$ cat src/rtl/cmpgt_argmax.sv
`default_nettype none
//==============================================================================
// Module   : cmpgt_argmax (with cmpgt comparator)
// Purpose  : Streaming running-max / argmax over a valid/ready frame, built on
//            the dual-mode signed/unsigned greater-than comparator cmpgt.
// Revision : 1.0 - initial release
//==============================================================================

module cmpgt #(
    parameter int WIDTH = 16
) (
    input  logic [WIDTH-1:0] a,
    input  logic [WIDTH-1:0] b,
    input  logic             is_signed,
    output logic             gt
);
    always_comb begin
        if (is_signed) gt = ($signed(a) > $signed(b));
        else           gt = (a > b);
    end
endmodule

module cmpgt_argmax #(
    parameter int WIDTH = 16,
    parameter int IDXW  = 8
) (
    input  logic             clk,
    input  logic             rst_n,
    input  logic             is_signed,
    input  logic             s_valid,
    output logic             s_ready,
    input  logic [WIDTH-1:0] s_data,
    input  logic             s_last,
    output logic             m_valid,
    input  logic             m_ready,
    output logic [WIDTH-1:0] m_max,
    output logic [IDXW-1:0]  m_idx,
    output logic [IDXW-1:0]  m_count,
    output logic             m_ovf
);
    localparam logic [IDXW-1:0] c_one = IDXW'(1);

    typedef enum logic [1:0] {
        ST_IDLE   = 2'd0,
        ST_ACCUM  = 2'd1,
        ST_OUTPUT = 2'd2
    } state_t;

    state_t           r_state;
    logic             r_s_ready;
    logic             r_m_valid;
    logic             r_mode;
    logic [WIDTH-1:0] r_max;
    logic [IDXW-1:0]  r_idx;
    logic [IDXW-1:0]  r_count;
    logic             r_ovf;
    logic             w_gt;

    cmpgt #(.WIDTH(WIDTH)) u_cmpgt (
        .a         (s_data),
        .b         (r_max),
        .is_signed (r_mode),
        .gt        (w_gt)
    );

    // Running max doubles as the result register; it is frozen while in OUTPUT.
    always_ff @(posedge clk or negedge rst_n) begin
        if (!rst_n) begin
            r_state   <= ST_IDLE;
            r_s_ready <= 1'b0;
            r_m_valid <= 1'b0;
            r_mode    <= 1'b0;
            r_max     <= '0;
            r_idx     <= '0;
            r_count   <= '0;
            r_ovf     <= 1'b0;
        end else begin
            case (r_state)
                ST_IDLE: begin
                    r_s_ready <= 1'b1;
                    if (s_valid && r_s_ready) begin
                        r_max   <= s_data;
                        r_idx   <= '0;
                        r_count <= c_one;
                        r_ovf   <= 1'b0;
                        r_mode  <= is_signed;
                        if (s_last) begin
                            r_state   <= ST_OUTPUT;
                            r_s_ready <= 1'b0;
                            r_m_valid <= 1'b1;
                        end else begin
                            r_state <= ST_ACCUM;
                        end
                    end
                end
                ST_ACCUM: begin
                    if (s_valid && r_s_ready) begin
                        if (w_gt) begin
                            r_max <= s_data;
                            r_idx <= r_count;
                        end
                        r_count <= r_count + c_one;
                        if (&r_count) r_ovf <= 1'b1;
                        if (s_last) begin
                            r_state   <= ST_OUTPUT;
                            r_s_ready <= 1'b0;
                            r_m_valid <= 1'b1;
                        end
                    end
                end
                ST_OUTPUT: begin
                    if (m_ready) begin
                        r_state   <= ST_IDLE;
                        r_s_ready <= 1'b1;
                        r_m_valid <= 1'b0;
                        r_ovf     <= 1'b0;
                    end
                end
                default: begin
                    r_state   <= ST_IDLE;
                    r_s_ready <= 1'b1;
                    r_m_valid <= 1'b0;
                end
            endcase
        end
    end

    assign s_ready = r_s_ready;
    assign m_valid = r_m_valid;
    assign m_max   = r_max;
    assign m_idx   = r_idx;
    assign m_count = r_count;
    assign m_ovf   = r_ovf;

endmodule
`default_nettype wire

$ cat config.mk
export PLATFORM = sky130hd
export DESIGN_NAME = cmpgt_argmax
export DESIGN_NICKNAME = d
export VERILOG_FILES = /design/src/rtl/cmpgt_argmax.sv
export SDC_FILE = /design/constraint.sdc
export NUM_CORES = 1
export LEC_CHECK = 0
export CAP_MARGIN = 0
export CORE_AREA = 2 2 98 100
export DETAILED_ROUTE_END_ITERATION = 8
export DIE_AREA = 0 0 100 102
export GPL_TIMING_DRIVEN = 0
export HOLD_SLACK_MARGIN = 0.03
export PLACE_DENSITY = 0.52
export SETUP_SLACK_MARGIN = 0.1
export SYNTH_ARGS = -nofsm -noshare
export SYNTH_HDL_FRONTEND = slang
export SYNTH_HIERARCHICAL = 1
export SYNTH_SLANG_ARGS = --single-unit
$ cat constraint.sdc
create_clock -name clk -period 3.25 [get_ports clk]
set_input_delay 0.8125 -clock clk [delete_from_list [all_inputs] [get_ports clk]]
set_output_delay 0.8125 -clock clk [all_outputs]
set_load 0.02 [all_outputs]
Yosys cells after proc, flatten, opt, wreduce, memory -nomap -nowiden
Index checks and enable logic that the tools add are counted.
- $add $sub $neg: 1
- eq/ne operators: 10
- $lt $le $gt $ge: 2
- reduce and logical (&&, ||, !) cells: 13
- mux-type cells: 32
- operators with widths (cell ; count):
    $mux W16 ; 3
    $mux W8 ; 5
    $gt A16 B16 Y1 ; 2
    $pmux W16 S2 ; 1
    $pmux W8 S2 ; 2
    $mux W1 ; 12
    $mux W2 ; 5
    $ne A2 B2 Y1 const B ; 5
    $reduce_and A3 Y1 ; 3
    $add A8 B1 Y8 const B ; 1
    $reduce_and A4 Y1 ; 2
    $reduce_and A8 Y1 ; 1
    $ne A2 B1 Y1 const B ; 3
    $pmux W1 S3 ; 2
    $pmux W2 S3 ; 1
    $reduce_and A5 Y1 ; 1
    $reduce_bool A3 Y1 ; 1
    $eq A2 B1 Y1 const B ; 1
    $eq A2 B2 Y1 const B ; 1
    $logic_not A2 Y1 ; 1
    $pmux W1 S2 ; 1
    $reduce_and A2 Y1 ; 1
    $reduce_bool A2 Y1 ; 1
    $reduce_or A2 Y1 ; 1
    $logic_and A1 B1 Y1 ; 1
- output and inout bits: 35
- bits of input ports: 22
- register bits: 38

Longest topological paths before layout
- depth after elaboration: 5
- gate-level depth with buffers: 11

Hierarchy
The synthesis kept the hierarchy.
- by module, submodules not included (module ; cells an instance ; area an instance (um2) ; seq. area each (um2) ; times used):
    cmpgt_argmax ; 142 ; 1675.4 ; 950.9 ; 1
    cmpgt ; 60 ; 446.7 ; 0.0 ; 1

Worst setup path before layout
Ideal clock, no wire load.
- path kind: input port to flip-flop
- start: in s_data[15]
- end: reg r_max[13] (netlist: m_max[13])
- path slack: 133 ps
- setup time: 125 ps
- arrival: 2992 ps
- stages on the path: 10
- cells stage by stage: ha_1 > nand4_2 > or3_1 > a21oi_2 > nor4_1 > nor4_2 > inv_1 > a21oi_2 > buf_4 > mux2_2
- longest elaborated chain between the ends: 4
- RTL lines (item ; line ; RTL):
    start, declared ; 32 ; input logic [WIDTH-1:0] s_data,
    $gt A16 B16 Y1 (on tied branches) ; 19, 18 ;
    $mux W1 (*) ; 18 ; if (is_signed) gt = ($signed(a) > $signed(b));
    via w_gt ; 57 ; logic w_gt;
    $ne A2 B1 Y1 (no line) (*) ; n/a ;
    $reduce_and A4 Y1 (no line) (*) ; n/a ;
    end signal, assigned ; 82 ; r_max <= s_data;
    end signal, assigned ; 99 ; r_max <= s_data;
    end, declared ; 53 ; logic [WIDTH-1:0] r_max;
The timed path passes the listed nets; every way through them passes the cells marked *.
A chain may end at the register's enable or synchronous reset.

Final worst setup path
- start: in s_data[12]
- end: reg r_max[6] (netlist: m_max[6])
Same word-level chain as after synthesis.

==> impl_summary.log <==
INFO  metric run_status = complete, no violations
INFO  metric starting_density_of_the_core = 0.233
INFO  metric syn_area = around 0.0021 mm2
INFO  metric dr.pass1.iters = 4
INFO  metric pin_count = 57
INFO  metric grt_pass1_vias = 1,700
INFO  metric max_freq = 0.329 GHz
INFO  metric die-height = roughly 100 um
INFO  metric multiInputGateArea = ~0.0013 mm2
INFO  metric detailedPlace.worstSlack = -777 ps
INFO  metric grt_use_met1 = 0.151
INFO  metric rsz0062_at_grt = no
INFO  metric worst-endpoint-arrival = 3220 ps
INFO  metric final-setup-viol-count = 0
INFO  metric postSynthAreaPerCell = 10.5 um2
INFO  metric finalSetupTns = 0 ps
INFO  metric design.core.area = 0.00911 mm2
INFO  metric clock_slew_at_reported_path_ffs = 80 ps
INFO  metric die_area = around 0.01 mm2
INFO  metric antenna_cells = 0
INFO  metric layout.filler_cells = about 950
INFO  metric drtAntennaViolNets = 0
INFO  metric post_dp_cell_area = 0.00284 mm2
INFO  metric power_per_standard_cell_area = ~880 mW/mm2
INFO  metric die_width = 100 um
INFO  metric final_period_minus_worst_setup_slack = 3040 ps
INFO  metric startpoint_type_of_the_worst_setup_path = primary input
INFO  metric cts_made_buffers = 5
INFO  metric timing.setup.critical_path_class = primary input to register
INFO  metric postSynthCellCount = between 200 and 250
INFO  metric post-place-cells = 370
INFO  metric h-tree-depth = 2
INFO  metric ys_seq_area_frac = 0.448
INFO  metric design.final.nets = 315
INFO  metric timing.final.max_slew_violations = 0
INFO  metric ff2ff_setup_slack = 370 ps
INFO  metric grt_overflow = 0
INFO  metric post_drt_via_cell_ratio = 4.37
INFO  metric vias = between 1,500 and 2,000
INFO  metric critical_path_endpoint_category = register
INFO  metric drt_wl_total = roughly 5300 um
INFO  metric clock_latency = 290 ps
INFO  metric number_of_violations_reported_at_the_end_of_detailed_routing_iteration_0 = 52
INFO  metric capture_point_of_the_worst_reg_to_reg_path = m_max[6]
INFO  metric timing.clock.skew = 3.08 ps
INFO  metric gp_congestion = ~0.71
INFO  metric clock_tree.root_cell = clkbuf_8
INFO  metric ctsHoldBuffers = 0
INFO  metric vdd_drop_max = 0.256 mV
INFO  metric globalRoute.busiestLayer = met2
INFO  metric placement.io_buffers = 56
INFO  metric groute.layer.met3.usage = 0.0198
INFO  metric synth_ff_type = dfrtp_1
INFO  metric synthDistinctLibCells = 40
INFO  metric final_hold_viol_count = 0
INFO  metric synth_seq_cells = 38
INFO  metric grt_max_degree = 23
INFO  metric clock_path_buffers = 2
INFO  metric cellLeakagePower = about 1.4 nW
INFO  metric setup_slack = 207 ps
INFO  metric worst-slew-pin-transition = 505 ps
INFO  metric utilization = 0.363
INFO  metric cts_tree = done
INFO  metric grt_antenna_before_repair = 0
INFO  metric drc = 0
INFO  metric grt_pass1_wl = a little under 9000 um
INFO  metric hold_class = primary input to asynchronous set/reset pin
INFO  metric clock_sinks = 38
INFO  metric grt_usage = 0.108
INFO  metric postSynthNetCount = between 200 and 250
INFO  metric timing.critical_path.fanout_max = 5
INFO  metric warnings_from_yosys = 6
INFO  metric area.sequential = 951 um2
INFO  metric hpwl = 3760 um
INFO  metric areaGrowthSynthToFinish = 55.9%
INFO  metric worst_ep_required_time = 3430 ps
INFO  metric final_layout_size_suffix_gt1_frac = 0.282
INFO  metric timing.final.crit_share = 0.936
INFO  metric worst-r2r-cell-count = 13
INFO  metric max-cap-violations = 0
INFO  metric floorplan.rows = 35
INFO  metric layout.cell_area.non_filler = approximately 0.0033 mm2
INFO  metric synth-edff-count = 0
INFO  metric timing.rr.start = m_max[11]
INFO  metric final_cell_count_no_fill = approximately 390
INFO  metric grt_util_met2 = 0.169
INFO  metric async_sr_flop_fraction = 1.00
INFO  metric slew_headroom = 0.660
INFO  metric post_drt_wl_per_cell = 13.8 um
-- synth_stat cells, types with 3 or more instances --
cell type | number | area (um2)
nand4_1 | 4 | 25.0
nor2_1 | 4 | 15.0
nand2_1 | 20 | 75.1
mux2i_1 | 8 | 80.1
dfrtp_1 | 38 | 951
a21oi_1 | 9 | 45.0
o211ai_1 | 3 | 22.5
o21ai_0 | 7 | 35.0
nand3_1 | 7 | 35.0
nand2b_1 | 3 | 18.8
mux2_2 | 18 | 203
inv_1 | 28 | 105
ha_1 | 17 | 213
or4_1 | 3 | 22.5
-- flip-flops by register name (all words and copies together) (netlist names) --
name and count:
m_valid 1, s_ready 1, m_count 8, m_max 16, r_state 2, m_ovf 1
m_idx 8, r_mode 1
-- worst max-delay path, stage by stage --
cell     delay [ps]
buf_4           120
ha_4            270
nand4_4         130
or3_4           430
a21oi_4         220
buf_6           140
nor4_4           30
nor4_4          230
inv_2            70
a21oi_4         180
buf_6           140
buf_16          110
mux2_2          320
-- per-stage QoR --
step / total power (W) / hold WS (ps)
final: 0.00291 / 452
after global routing: 0.00314 / 485
after CTS: 0.00283 / 469
after detailed placement: 0.00222 / 493
after global placement: 0.00219 / 488
after floorplan: 0.00165 / 498
-- cell usage in the layout (no fill, tap or decap), types with 2 or more instances in the layout --
cell type        count
o31ai_1              2
dlygate4sd2_1        2
buf_6                9
ha_4                12
buf_4                5
clkbuf_1             2
nand4_1              4
inv_1               27
dfrtp_1             38
buf_12               2
o21ai_0              6
buf_16               2
ha_1                 5
mux2_2              11
nand2b_1             3
clkbuf_2             8
mux2i_1              8
a21oi_4              2
a21oi_1              8
clkdlybuf4s50_1     39
nor2_1               4
clkbuf_8             6
mux2_4               7
o211ai_1             3
nor4_4               2
or4_1                3
nand3_1              7
nor2b_1              2
nand2_1             20
-- report_power, final --
part | switching (W) | internal (W) | total [W]
registers | 0.000187 | 0.000662 | 0.000849
logic | 0.000794 | 0.000913 | 0.00171
clock network | 0.000181 | 0.000171 | 0.000352
total | 0.00116 | 0.00175 | 0.00291
-- worst max path at each step --
stage	from	to	slack (ps)	cells past startpoint
global placement	s_data[15]	m_max[14]	-740	11
CTS	s_data[9]	m_max[11]	110	12
finish	s_data[12]	m_max[6]	210	13
detailed placement	s_data[15]	m_max[13]	-780	11
global route	s_data[11]	m_max[12]	90	13
floorplan	s_data[15]	m_max[13]	130	10
-- metal layers --
metal	part of all wire	wire, um
met4	0.015	80
met1	0.49	2630
met5	0	0
met2	0.47	2490
met3	0.027	143
-- cells by family after synthesis --
group / count (synthesis) / share of synthesized area
flops: 38 / 0.448
mux: 26 / 0.133
simple gates: 54 / 0.146
fa+ha+maj: 17 / 0.100
buf+inv: 34 / 0.0672
compound gates: 33 / 0.105
-- cell type report --
cell class | instances | area share
multi-input combinational | 130 | 0.391
tap | 111 | 0.0420
inverter | 28 | 0.0318
clock inverter | 2 | 0.00378
timing repair buffer | 67 | 0.202
sequential | 38 | 0.287
clock buffer | 6 | 0.0250
buffer | 6 | 0.0174
-- repair_timing --
item                       in CTS  in global routing
gates cloned                    1                  0
buffers inserted                6                  3
setup endpoints to repair      24                 24
pin swaps                      23                 20
resized for setup              42                 57
Power figures use the tool's default switching activity.
==> edit 1: new RTL, same flow settings <==
`WIDTH` is set to 16 in 2 places; all go to 32.
--- a/src/rtl/cmpgt_argmax.sv
+++ b/src/rtl/cmpgt_argmax.sv
@@ -7,7 +7,7 @@
 //==============================================================================
 
 module cmpgt #(
-    parameter int WIDTH = 16
+    parameter int WIDTH = 32
 ) (
     input  logic [WIDTH-1:0] a,
     input  logic [WIDTH-1:0] b,
@@ -21,7 +21,7 @@
 endmodule
 
 module cmpgt_argmax #(
-    parameter int WIDTH = 16,
+    parameter int WIDTH = 32,
     parameter int IDXW  = 8
 ) (
     input  logic             clk,
Interface: changed (resized m_max and s_data); port bits go from 57 to 89. No check against the original RTL was run, so the function may have changed too.
==> edit 1 against the original RTL <==
Register-to-register slack improved by 110 ps; area after synthesis up 50%; worst setup slack worse by 27 ps; synthesized cell count increased by 48%; critical path depth decreased by 1; final cell count is 33% higher; wire length rose by 42%; design area rose by 41%; sequential share of layout area rose by 0.15 points; clock power is 34% higher; sequential cell count increased by 16; via count up 51%; power up 44%; critical path type unchanged; critical endpoint is now m_max[21]$_DFFE_PN0P_.
==> edit 1: results (changes against the original RTL) <==
.. list-table::
   :header-rows: 1

   * - Metric
     - Value
   * - Buffering overhead
     - 23.65% (was 21.94%)
   * - Non-filler instance count after layout
     - 517 (was 388)
   * - Number of global-route vias before repair
     - 2489 (was 1700)
   * - Startpoint of the most critical register-to-register path
     - m_max[15]$_DFFE_PN0P_ (was m_max[11]$_DFFE_PN0P_)
   * - Worst-case hold slack
     - 522.7 ps (was 452.4 ps)
   * - Proportion of layout cells with a drive suffix above 1
     - 21.92% (was 28.16%)
   * - Largest vdd supply drop
     - 0.0003171 V (was 0.0002560 V)
   * - Number of instances in the synthesized netlist
     - 299 (was 202)
   * - Cell-internal power
     - 2504 uW (was 1745 uW)
   * - Worst reg-to-reg setup slack
     - 480 ps (was 370 ps)
   * - Setup slack after placement
     - -514.3 ps (was -777.3 ps)
   * - Fill cell instance count of the final layout
     - 863 (was 951)
   * - Placed Cells incl. Taps
     - 499 (was 370)
   * - Worst min path class
     - register to register (was primary input to async pin)
   * - Crit path from
     - s_data[3] (was s_data[12])
   * - DP HPWL
     - 5425 um (was 3763 um)
   * - Post-layout net count
     - 476 (was 315)
   * - Static Leak
     - 0.002201 uW (was 0.001401 uW)
   * - Outcome
     - finished, final reports clean (unchanged)
   * - Area contributors post-synth
     - sky130_fd_sc_hd__dfrtp_1 (43%), sky130_fd_sc_hd__ha_1 (13%), sky130_fd_sc_hd__mux2_2 (11%), sky130_fd_sc_hd__inv_1 (5.1%), sky130_fd_sc_hd__nand2_1 (3.1%) (was sky130_fd_sc_hd__dfrtp_1 (45%), sky130_fd_sc_hd__ha_1 (10%), sky130_fd_sc_hd__mux2_2 (9.6%), sky130_fd_sc_hd__inv_1 (5.0%), sky130_fd_sc_hd__mux2i_1 (3.8%))
   * - Layout clock area frac
     - 2.434% (was 2.874%)
   * - Pin count of the biggest net entering global routing
     - 29 (was 23)
   * - Total of flip-flops plus latches after synthesis
     - 54 (was 38)
   * - Initial DRC count
     - 25 (was 52)
   * - Max Clock Skew
     - 8.218 ps (was 3.077 ps)
   * - Part of the Yosys area used for sequential elements
     - 42.54% (was 44.81%)
   * - Number of flip-flops in the largest register
     - 32 (was 16)
   * - Share of synthesized cell area in full adder, half adder and majority cells
     - 13.00% (was 10.02%)
   * - Critical path fanouts, max
     - 4 (was 5)
   * - Top cells by instance count after synthesis
     - sky130_fd_sc_hd__dfrtp_1 (54), sky130_fd_sc_hd__inv_1 (43), sky130_fd_sc_hd__ha_1 (33) (was sky130_fd_sc_hd__dfrtp_1 (38), sky130_fd_sc_hd__inv_1 (28), sky130_fd_sc_hd__nand2_1 (20))
   * - Number of buffers added on ports
     - 88 (was 56)
==> edit 1: cell types whose count changed after synthesis, sizes merged, moves of 6 or more <==
cell,before,now
inv,28,43
nand2,20,26
ha,17,33
a21oi,11,19
mux2,18,34
dfrtp,38,54
==> edit 1: power groups by stage <==
stage / combinational (uW) / clock [uW] / sequential (uW)
floorplan: 1020 / 0 / 1510
global placement: 2190 / 0 / 1200
detailed placement: 2210 / 0 / 1210
CTS: 2400 / 496 / 1200
global route: 2750 / 518 / 1250
finish: 2520 / 473 / 1190
==> edit 1: metal layers <==
| layer | part of all wire [%] | track usage, % | vias to the layer above |
|---|---|---|---|
| met5 | 0 | 0 | - |
| met4 | 1.0 | 3.056 | 0 |
| met3 | 3.9 | 3.010 | 7 |
| met2 | 48 | 24.53 | 53 |
| met1 | 47 | 20.66 | 1241 |
| li1 | - | - | 1257 |
==> edit 1: repair_timing <==
action	in CTS	in global routing
cloned	0	1
setup buffers	8	1
endpoints found under the setup margin	39	39
pin swaps	22	25
gates resized for setup	26	31
==> edit 2: new RTL, same settings <==
Without the edit above. Re-encode `state_t` (3 states) as one-hot, 3 bits wide.
--- a/src/rtl/cmpgt_argmax.sv
+++ b/src/rtl/cmpgt_argmax.sv
@@ -40,10 +40,10 @@
 );
     localparam logic [IDXW-1:0] c_one = IDXW'(1);
 
-    typedef enum logic [1:0] {
-        ST_IDLE   = 2'd0,
-        ST_ACCUM  = 2'd1,
-        ST_OUTPUT = 2'd2
+    typedef enum logic [2:0] {
+        ST_IDLE   = 3'b001,
+        ST_ACCUM  = 3'b010,
+        ST_OUTPUT = 3'b100
     } state_t;
 
     state_t           r_state;
Behaviour: same outputs for any inputs over 10 cycles, from zero or initial values and one cycle with rst_n low; not proved beyond that.
==> edit 2 against the original RTL <==
Sequential power down 9.0%; sequential cell count increased by 1; register-to-register slack lost 50 ps; worst setup slack lost 35 ps; design area grew 2.8%; power is 4.4% lower; area after synthesis increased by 5.6%; wire length rose by 6.9%; count of clock-buffer cells in the layout fell by 1.
==> edit 2: results (changes against the original RTL) <==
.. list-table::
   :header-rows: 1

   * - Metric
     - Value
   * - Top cells by instance count after synthesis
     - sky130_fd_sc_hd__dfrtp_1 (38), sky130_fd_sc_hd__nand2_1 (27), sky130_fd_sc_hd__inv_1 (19) (was sky130_fd_sc_hd__dfrtp_1 (38), sky130_fd_sc_hd__inv_1 (28), sky130_fd_sc_hd__nand2_1 (20))
   * - Actual slew at the worst max-slew pin
     - 526.1 ps (was 505.3 ps)
   * - Buffering overhead
     - 21.40% (was 21.94%)
   * - Via-per-instance ratio
     - 4.466 (was 4.369)
   * - Cts repair resizes
     - 49 (was 42)
   * - Part of the power in registers
     - 27.8% (was 29.2%)
   * - Final worst path period share
     - 94.71% (was 93.63%)
   * - Worst reg-to-reg setup slack
     - 320 ps (was 370 ps)
   * - DP HPWL
     - 4050 um (was 3763 um)
   * - Placed inst area
     - 2963 um^2 (was 2844 um^2)
   * - Number of global-route vias before repair
     - 1889 (was 1700)
   * - Register area
     - 977.2 um^2 (was 950.9 um^2)
   * - Number of multi-input combinational cells in the layout
     - 147 (was 130)
   * - Pin count of the biggest net entering global routing
     - 22 (was 23)
   * - Synth unique cells
     - 50 (was 40)
   * - Crit path from
     - s_data[7] (was s_data[12])
   * - Critical Path Sink
     - m_max[14]$_DFFE_PN0P_ (was m_max[6]$_DFFE_PN0P_)
   * - Initial DRC count
     - 39 (was 52)
   * - Max Clock Skew
     - 5.947 ps (was 3.077 ps)
   * - Average wire length per cell after detail routing
     - 14.29 um (was 13.76 um)
   * - Critical path fanouts, max
     - 7 (was 5)
   * - Placed Cells incl. Taps
     - 377 (was 370)
   * - Part of the Yosys area used for sequential elements
     - 43.61% (was 44.81%)
   * - Post-CTS setup buffers
     - 12 (was 6)
   * - Number of buffers outside the clock class in the layout
     - 75 (was 73)
   * - Outcome
     - finished, final reports clean (unchanged)
[edit 2: cell count changes in the layout (fill, tap and decap cells not counted), sizes merged, moves of 4 or more]
cell	delta
and3	+4
buf	+4
inv	-9
mux2i	-4
nand2	+7
nor2	+4
o21ai	+7
[edit 2: worst min-delay path, cell delays in order, from the launching register on]
cell and delay, ps:
sky130_fd_sc_hd__dfrtp_1 350, sky130_fd_sc_hd__nand2_1 40, sky130_fd_sc_hd__o21ai_0 50
[edit 2: logic make-up (layout without fill, tap and decap cells)]
family,Yosys count,after routing,share of synthesized area [%]
AO/OA/AOI/OAI,39,39,11.73
buffers and inverters,23,102,5.416
multiplexers,20,20,12.17
XOR/XNOR,1,1,0.3909
adder cells (fa/ha/maj),17,17,9.492
flip-flops,39,39,43.61
AND/OR/NAND/NOR,70,70,17.20
[edit 2: routing by layer]
metal  vias to the layer above  track usage [%]  wire, um
met2                        29            20.37      2819
met1                       855            15.04      2579
met4                         0            3.161        53
met5                         -                0         0
met3                         5            3.146       249
li1                        893                -         -
